--- src/rtl/i2c_master_ext.sv ---
// i2c_master_ext: I2C master byte engine with open-drain SCL/SDA, clock
// stretching with timeout abort, multi-master arbitration-loss detection
// and host-selected ACK/NACK on reads.
module i2c_master_ext #(
  parameter int unsigned DVSR_W      = 16,
  parameter int unsigned STRETCH_W   = 20,
  parameter int unsigned STRETCH_MAX = 100000
) (
  input  logic              clk,
  input  logic              rst,
  input  logic              wr_i2c,
  input  logic [2:0]        cmd,
  input  logic [7:0]        data_in,
  input  logic [DVSR_W-1:0] dvsr,
  output logic [7:0]        data_out,
  output logic              ack,
  output logic              ready,
  output logic              done_tick,
  output logic              arb_lost,
  output logic              timeout,
  input  logic              sda_i,
  input  logic              scl_i,
  output logic              sda_o,
  output logic              scl_o
);

  localparam logic [2:0] CMD_START   = 3'b000;
  localparam logic [2:0] CMD_WR      = 3'b001;
  localparam logic [2:0] CMD_RD      = 3'b010;
  localparam logic [2:0] CMD_STOP    = 3'b011;
  localparam logic [2:0] CMD_RESTART = 3'b100;
  localparam int unsigned CNT_W = DVSR_W + 1;

  typedef enum logic [3:0] {
    IDLE, S1, S2, HOLD, R1, R2, P1, P2, P3, D1, D2, D3, D4, DEND
  } state_t;

  state_t               state;
  logic [DVSR_W-1:0]    dv;
  logic [CNT_W-1:0]     cnt;
  logic [STRETCH_W-1:0] stretch;
  logic [8:0]           tx;
  logic [8:0]           rx;
  logic [3:0]           bit_idx;
  logic                 is_rd;

  logic [DVSR_W-1:0]    dvsr_eff;
  logic [CNT_W-1:0]     plen;
  logic                 phase_end;
  logic                 stretch_hit;
  logic                 arb_chk;
  logic                 arb_hit;
  logic                 accept;

  // Phase length (P3 is the doubled bus-free time), divisor floor, abort conditions
  assign dvsr_eff    = (dvsr == '0) ? DVSR_W'(1) : dvsr;
  assign plen        = (state == P3) ? {dv, 1'b0} : {1'b0, dv};
  assign phase_end   = (cnt == plen - CNT_W'(1));
  assign stretch_hit = (stretch == STRETCH_W'(STRETCH_MAX - 1));
  assign arb_chk     = is_rd ? (bit_idx == 4'd8) : (bit_idx != 4'd8);
  assign arb_hit     = arb_chk && scl_i && sda_o && !sda_i;
  assign accept      = wr_i2c && ready;

  // Bus sequencer: phase timing, bit shifting, stretch and arbitration handling
  always_ff @(posedge clk) begin
    if (rst) begin
      state     <= IDLE;
      sda_o     <= 1'b1;
      scl_o     <= 1'b1;
      ready     <= 1'b1;
      done_tick <= 1'b0;
      arb_lost  <= 1'b0;
      timeout   <= 1'b0;
      ack       <= 1'b0;
      data_out  <= '0;
      dv        <= DVSR_W'(1);
      cnt       <= '0;
      stretch   <= '0;
      tx        <= '1;
      rx        <= '0;
      bit_idx   <= '0;
      is_rd     <= 1'b0;
    end else begin
      done_tick <= 1'b0;
      arb_lost  <= 1'b0;
      timeout   <= 1'b0;
      cnt       <= cnt + CNT_W'(1);
      case (state)
        IDLE: begin
          if (accept && cmd == CMD_START) begin
            dv    <= dvsr_eff;
            cnt   <= '0;
            ready <= 1'b0;
            sda_o <= 1'b0;
            scl_o <= 1'b1;
            state <= S1;
          end
        end
        S1: begin
          if (phase_end) begin
            cnt   <= '0;
            scl_o <= 1'b0;
            state <= S2;
          end
        end
        S2: begin
          if (phase_end) begin
            cnt   <= '0;
            ready <= 1'b1;
            state <= HOLD;
          end
        end
        HOLD: begin
          if (accept) begin
            case (cmd)
              CMD_WR, CMD_RD: begin
                dv      <= dvsr_eff;
                cnt     <= '0;
                ready   <= 1'b0;
                is_rd   <= (cmd == CMD_RD);
                tx      <= (cmd == CMD_RD) ? {8'hFF, data_in[0]} : {data_in, 1'b1};
                sda_o   <= (cmd == CMD_RD) ? 1'b1 : data_in[7];
                bit_idx <= '0;
                state   <= D1;
              end
              CMD_START, CMD_RESTART: begin
                dv    <= dvsr_eff;
                cnt   <= '0;
                ready <= 1'b0;
                sda_o <= 1'b1;
                state <= R1;
              end
              CMD_STOP: begin
                dv    <= dvsr_eff;
                cnt   <= '0;
                ready <= 1'b0;
                sda_o <= 1'b0;
                state <= P1;
              end
              default: ;
            endcase
          end
        end
        R1: begin
          if (phase_end) begin
            cnt     <= '0;
            scl_o   <= 1'b1;
            stretch <= '0;
            state   <= R2;
          end
        end
        P1: begin
          if (phase_end) begin
            cnt     <= '0;
            scl_o   <= 1'b1;
            stretch <= '0;
            state   <= P2;
          end
        end
        D1: begin
          if (phase_end) begin
            cnt     <= '0;
            scl_o   <= 1'b1;
            stretch <= '0;
            state   <= D2;
          end
        end
        R2, P2, D2: begin
          if (!scl_i) begin
            // slave holds SCL: freeze the phase count and run the stretch timer
            cnt <= cnt;
            if (stretch_hit) begin
              timeout <= 1'b1;
              sda_o   <= 1'b1;
              scl_o   <= 1'b1;
              ready   <= 1'b1;
              stretch <= '0;
              state   <= IDLE;
            end else begin
              stretch <= stretch + STRETCH_W'(1);
            end
          end else begin
            stretch <= '0;
            if (state == D2 && arb_hit) begin
              arb_lost <= 1'b1;
              sda_o    <= 1'b1;
              scl_o    <= 1'b1;
              ready    <= 1'b1;
              state    <= IDLE;
            end else if (phase_end) begin
              cnt <= '0;
              case (state)
                R2: begin
                  sda_o <= 1'b0;
                  state <= S1;
                end
                P2: begin
                  sda_o <= 1'b1;
                  state <= P3;
                end
                default: state <= D3;
              endcase
            end
          end
        end
        P3: begin
          if (phase_end) begin
            cnt   <= '0;
            ready <= 1'b1;
            state <= IDLE;
          end
        end
        D3: begin
          if (arb_hit) begin
            arb_lost <= 1'b1;
            sda_o    <= 1'b1;
            scl_o    <= 1'b1;
            ready    <= 1'b1;
            state    <= IDLE;
          end else if (phase_end) begin
            cnt   <= '0;
            rx    <= {rx[7:0], sda_i};
            scl_o <= 1'b0;
            state <= D4;
          end
        end
        D4: begin
          if (phase_end) begin
            cnt <= '0;
            tx  <= {tx[7:0], 1'b0};
            if (bit_idx == 4'd8) begin
              state <= DEND;
            end else begin
              bit_idx <= bit_idx + 4'd1;
              sda_o   <= tx[7];
              state   <= D1;
            end
          end
        end
        DEND: begin
          if (phase_end) begin
            cnt       <= '0;
            data_out  <= rx[8:1];
            ack       <= rx[0];
            done_tick <= 1'b1;
            ready     <= 1'b1;
            state     <= HOLD;
          end
        end
        default: begin
          sda_o <= 1'b1;
          scl_o <= 1'b1;
          ready <= 1'b1;
          state <= IDLE;
        end
      endcase
    end
  end

endmodule

--- config.mk ---
export PLATFORM = sky130hd
export DESIGN_NAME = i2c_master_ext
export DESIGN_NICKNAME = d
export VERILOG_FILES = /design/src/rtl/i2c_master_ext.sv
export SDC_FILE = /design/constraint.sdc
export NUM_CORES = 1
export LEC_CHECK = 0
export CORE_ASPECT_RATIO = 0.6
export CORE_UTILIZATION = 30
export DETAILED_ROUTE_END_ITERATION = 6
export PLACE_DENSITY_LB_ADDON = 0.08
export SYNTH_ARGS = -nofsm -noshare
export SYNTH_HDL_FRONTEND = slang
export SYNTH_SLANG_ARGS = --single-unit
--- constraint.sdc ---
create_clock -name clk -period 6.4 [get_ports clk]
set_clock_uncertainty 0.1 [all_clocks]
set_input_delay 1.28 -clock clk [delete_from_list [all_inputs] [get_ports clk]]
set_output_delay 1.28 -clock clk [all_outputs]
set_load 0.01 [all_outputs]
==> flow_summary.toml, run 1 <==
[outcome]
status = "complete, no violations"

[routing]
wirelength_microns = 17500
drc = 0
routed_via_density = 5.40
wl_per_cell_microns = 16.9
vias = 5575
ant_nets = 0
dr.pass1.iters = 5
drt_iter0_drc = 387

[floorplan]
rows = 39
coreArea_sq_um = 19100
die_h_microns = 110
start_util = 0.308
die-area_sq_um = 20200
fp.dieW_microns = 183
ios = 47

[timing]
whs_ps = 366
hold_viol_final = 0
slew_viol_final = 0
tns_ps = 0
period_needed_ps = 5250
rsz0062_at_grt = "false"
worstMarginPinSlew_ps = 1170
relSlewSlack = 0.217
max_freq_mhz = 190
setup_slack_ps = 1150
timing.final.crit_share = 0.821
setup_viol = 0

[worst_hold_path]
hold_path_depth = 1
min-delay-start = "tx[7]"
hold_path_end = "tx[7]"
min-delay-path-class = "flop to flop"

[power_and_ir_drop]
p_seq_frac = 0.363
peakVddDrop_mv = 0.130
p_comb_frac = 0.345
swShare = 0.366
p_leak_nw = 2.42
p_int_mw = 1.15
power.switching_mw = 0.663
p_clk_frac = 0.291
p_per_area_nw_per_um2 = 266

[clock_tree]
cts_tree = "done"
h-tree-depth = 3
cts.path.max_buffers = 2
clkSinkCount = 94
cts_made_buffers = 9
post_cts_resized = 0
clkTransAtPathRegs_ps = 60
clock_latency_ps = 350
clockRootBuffer = "clkbuf_16"
cts_setup_buffers = 0
hold_buffers = 0

[final_layout]
layout.nets = 800
fillerInstances = 1968
layout_common_cells = "114 x nor2_1, 94 x dfxtp_1, 61 x nand2_1"
syn2layout_area_growth_pct = 15.6
antennaDiodeCount = 0
final-instance-count-excl-fill = 1032
drive_gt1_frac = 0.0587
regArea_sq_um = 1880
multiInputGateArea_sq_um = 3740
final_common_cell = "nor2_1"
fin_util = 0.356

[yosys]
synth_cell_types = 75
async_flop_share = 0
syn_nets = 785
synth-warning-count = 0
synth-edff-count = 0
synth_area_sq_um = 5880
netlist_top_cells_area = "dfxtp_1 32%, nor2_1 7.3%, mux2i_1 7.2%"
synth_top_area_frac = 0.320
yosys_most_used_dff = "dfxtp_1"
seq_area_frac_synth = 0.320
synth_top_area_cell = "dfxtp_1"
avgSynthCellArea_sq_um = 7.86
ys_ff_latch = 94
postSynthCellCount = 748

[global_routing]
grt_pass1_wl_microns = 27900
grt-ovfl-total = 0
track_usage = 0.178
grt_pass1_vias = 4906
antenna_found_initial = 0
grt_max_degree = 47

[flow_run]
drv_cap = 0

[critical_path]
r2r_start = "state[2]"
end_kind = "flop"
cp_data_arrival_time_ps = 5380
r2r_slack_ps = 1150
critical_path_class = "flop to flop"
cp_max_fo = 39
worstPathRequired_ps = 6530
startpoint = "state[2]"
rr_worst_depth = 13
start_kind = "flop"
reg2reg_to = "stretch[16]"

[placed_design]
place_inst = 1018
dp_hpwl_microns = 13100
portBuffers = 46
dp_slack_ps = 1180
globalplace.congestion = 0.885
## power by group through the flow
stage / Sequential, mW / Clock (mW) / Combinational (mW)
final: 0.658 / 0.527 / 0.626
after global routing: 0.664 / 0.569 / 0.685
after CTS: 0.657 / 0.551 / 0.617
after detailed placement: 0.670 / 0 / 0.614
after global placement: 0.671 / 0 / 0.623
after floorplan: 0.646 / 0 / 0.455
## per-stage QoR
stage | area (sq um) | total power, mW
final | 6800 | 1.81
after global routing | 6800 | 1.92
after CTS | 6800 | 1.83
after detailed placement | 6530 | 1.28
after global placement | 6530 | 1.29
after floorplan | 5880 | 1.10
## worst max path at each step
stage	end
global placement	stretch[16]
floorplan	stretch[0]
global route	stretch[14]
detailed placement	stretch[16]
CTS	stretch[16]
finish	stretch[16]
## layout make-up
type,count,area share
multi-input combinational,589,0.550
sequential,94,0.277
timing repair buffer,54,0.0758
tap,266,0.0490
clock buffer,12,0.0348
inverter,15,0.00828
clock inverter,2,0.00515
## critical path: stages, from the launching register on
cell,delay (ps)
dfxtp_1,500
or4b_4,800
nand2_1,210
ha_1,230
or3b_2,550
a211oi_1,400
nand3_1,130
and4_1,230
or2_2,290
nor4_1,290
nand4b_1,310
o21ai_1,520
a21o_1,450
nor2_1,100
## metal layers
layer / wire length [microns] / GRT usage / part of all wire
met3: 1440 / 0.0508 / 0.082
met2: 6290 / 0.212 / 0.36
met5: 0 / 0 / 0
met4: 153 / 0.0415 / 0.0088
met1: 9580 / 0.293 / 0.55
## Yosys cell counts (3+ instances only)
library cell    n
a211o_1         7
nor3_1         21
or3_1          11
o211ai_1        9
a211oi_1       11
o31ai_1         3
and2_1          8
a2bb2oi_1       4
o21bai_1        3
xnor2_1        16
a311oi_1        3
nor4b_1         5
inv_1          15
nand4b_1        6
and3_1         13
buf_1           5
nor3b_1         7
nand2_1        61
a21oi_1        39
or4_4           4
nand2b_1        9
o21a_1          3
xor2_1         20
nor2_1        114
ha_1            5
dfxtp_1        94
mux2i_1        42
or2_2           5
o21ai_1         3
nor4_1         15
clkbuf_1       31
or4_1           5
o22ai_1        13
nand3_1        24
nor2b_1         6
nand3b_1        5
and4_1          4
nand4_1         8
buf_2          11
o21ai_0        32
o2111ai_1       7
## state kept, by name, summed over array words and instances, names as in the netlist, 4 cells and up
name,count
data_out,8
rx,9
tx,8
stretch,20
dv,16
cnt,17
bit_idx,4
state,4
## kinds of logic (layout without fill, tap and decap cells)
kind of cell	Yosys count	after routing	share of synthesized area
AO/OA/AOI/OAI	161	161	0.184
XOR/XNOR	36	36	0.0537
adder cells (fa/ha/maj)	6	6	0.0123
buffers and inverters	65	83	0.0475
flip-flops	94	94	0.320
multiplexers	43	43	0.0735
AND/OR/NAND/NOR	343	343	0.308
Note: power is estimated with default switching activity, not from simulation.
==> inputs of run 2 (changes only) <==
==> constraint.sdc (replaced) <==
create_clock -name clk -period 4.84 [get_ports clk]
set_clock_uncertainty 0.1 [all_clocks]
set_input_delay 0.968 -clock clk [delete_from_list [all_inputs] [get_ports clk]]
set_output_delay 0.968 -clock clk [all_outputs]
set_load 0.01 [all_outputs]
==> flow_summary.toml, run 2 (synthesized netlist as in run 1, its figures left out) <==
[outcome]
status = "complete, no violations"

[timing]
relSlewSlack = 0.260
slew_viol_final = 0
hold_viol_final = 0
timing.final.crit_share = 0.938
max_freq_mhz = 220
setup_viol = 0
worstMarginPinSlew_ps = 1110
rsz0062_at_grt = "false"
period_needed_ps = 4540
tns_ps = 0

[floorplan]
coreArea_sq_um = 19100
start_util = 0.308
die_h_microns = 110
fp.dieW_microns = 183
die-area_sq_um = 20200
rows = 39
ios = 47

[critical_path]
worstPathRequired_ps = 5030
cp_max_fo = 11
end_kind = "flop"
cp_data_arrival_time_ps = 4730
r2r_start = "state[0]"
critical_path_class = "flop to flop"
rr_worst_depth = 13
max_stage_delay_ps = 550
startpoint = "state[0]"
start_kind = "flop"
cp_slowest_cell = "or4b_4"
crit_path_frequent_cell = "or4_1"
path_cells = "or4b_4 -> nand2_1 -> ha_1 -> or3b_2 -> a2111oi_4 -> or3_1 -> nand4_1 -> or4_1 -> nand4bb_4 -> nor3_4 -> nor2_1 -> or4_1 -> a21oi_1"

[routing]
wirelength_microns = 17800
drt_iter0_drc = 429
dr.pass1.iters = 5
wl_per_cell_microns = 17.1
routed_via_density = 5.39
ant_nets = 0
drc = 0
vias = 5622

[power_and_ir_drop]
p_comb_frac = 0.347
swShare = 0.367
p_seq_frac = 0.351
peakVddDrop_mv = 0.197
p_clk_frac = 0.302
power.switching_mw = 0.909
p_int_mw = 1.57
p_leak_nw = 2.49
p_per_area_nw_per_um2 = 358

[clock_tree]
clkTransAtPathRegs_ps = 70
clkSinkCount = 94
clockRootBuffer = "clkbuf_16"
h-tree-depth = 3
cts_tree = "done"
clock_latency_ps = 360
cts.path.max_buffers = 2
cts_made_buffers = 9

[placed_design]
globalplace.congestion = 0.924
dp_hpwl_microns = 13300
dpl-instance-area_sq_um = 6590
portBuffers = 46
place_inst = 1027

[final_layout]
drive_gt1_frac = 0.0772
top_regs = "stretch (20), cnt (17), dv (16)"
stdcell_area_sq_um = 6910
antennaDiodeCount = 0
syn2layout_area_growth_pct = 17.5
largest_register_ffs = 20
final-instance-count-excl-fill = 1043
layout.nets = 809
final_common_cell = "nor2_1"
layout_common_cells = "114 x nor2_1, 94 x dfxtp_1, 61 x nand2_1"
regMostFlops = "stretch"

[flow_run]
drv_cap = 0

[global_routing]
grt-ovfl-total = 0
track_usage = 0.183
grt_pass1_vias = 5159
grt_max_degree = 48
grt_pass1_wl_microns = 28600
antenna_found_initial = 0

[worst_hold_path]
min-delay-start = "tx[1]"
min-delay-path-class = "flop to flop"
hold_path_depth = 1
## run 2: layer usage
layer / share of wire / global-route usage / up-vias
met5: 0 / 0 / -
met4: 0.014 / 0.0532 / 0
met3: 0.064 / 0.0445 / 16
met2: 0.35 / 0.219 / 170
met1: 0.57 / 0.300 / 2666
li1: - / - / 2770
## run 2: layout make-up
type | count | area, sq um
Clock buffer | 11 | 253
Clock inverter | 5 | 56.3
Fill cell | 2022 | 12200
Inverter | 15 | 56.3
Multi-Input combinational cell | 589 | 3740
Sequential cell | 94 | 1880
Tap cell | 266 | 333
Timing Repair Buffer | 63 | 583
## run 2: power by group through the flow
stage,Clock [mW],Combinational (mW),Sequential (mW)
final,0.748,0.859,0.869
after global routing,0.811,0.942,0.874
after CTS,0.773,0.847,0.867
after detailed placement,0,0.844,0.885
after global placement,0,0.843,0.884
after floorplan,0,0.602,0.854
## run 2: metrics by stage
stage	util	total power, mW	hold WS (ps)	setup WS (ps)
finish	0.362	2.48	367	298
global route	0.362	2.63	386	89.2
CTS	0.362	2.49	370	238
detailed placement	0.346	1.73	351	269
global placement	0.346	1.73	347	371
floorplan	-	1.46	336	236
## run 2: timing repair
item	in CTS	in global routing
hold buffers	0	0
buffers inserted	0	0
setup endpoints to repair	0	5
resized for setup	0	1
endpoints found under the hold margin	0	0
## run 2: worst max-delay path: cells and delay by family, from the launching register on
| kind | cells | cell delay, ps |
|---|---|---|
| AOI/OAI and AO/OA | 2 | 530 |
| adders and majority gates | 1 | 220 |
| DFF | 1 | 360 |
| and+or+nand+nor | 10 | 3260 |
## run 2: worst paths after layout
kind | end | slack [ps]
worst max-delay path | stretch[11] | 300
worst min-delay path | tx[1] | 370
worst max register to register | stretch[11] | 300
worst min register to register | tx[1] | 370
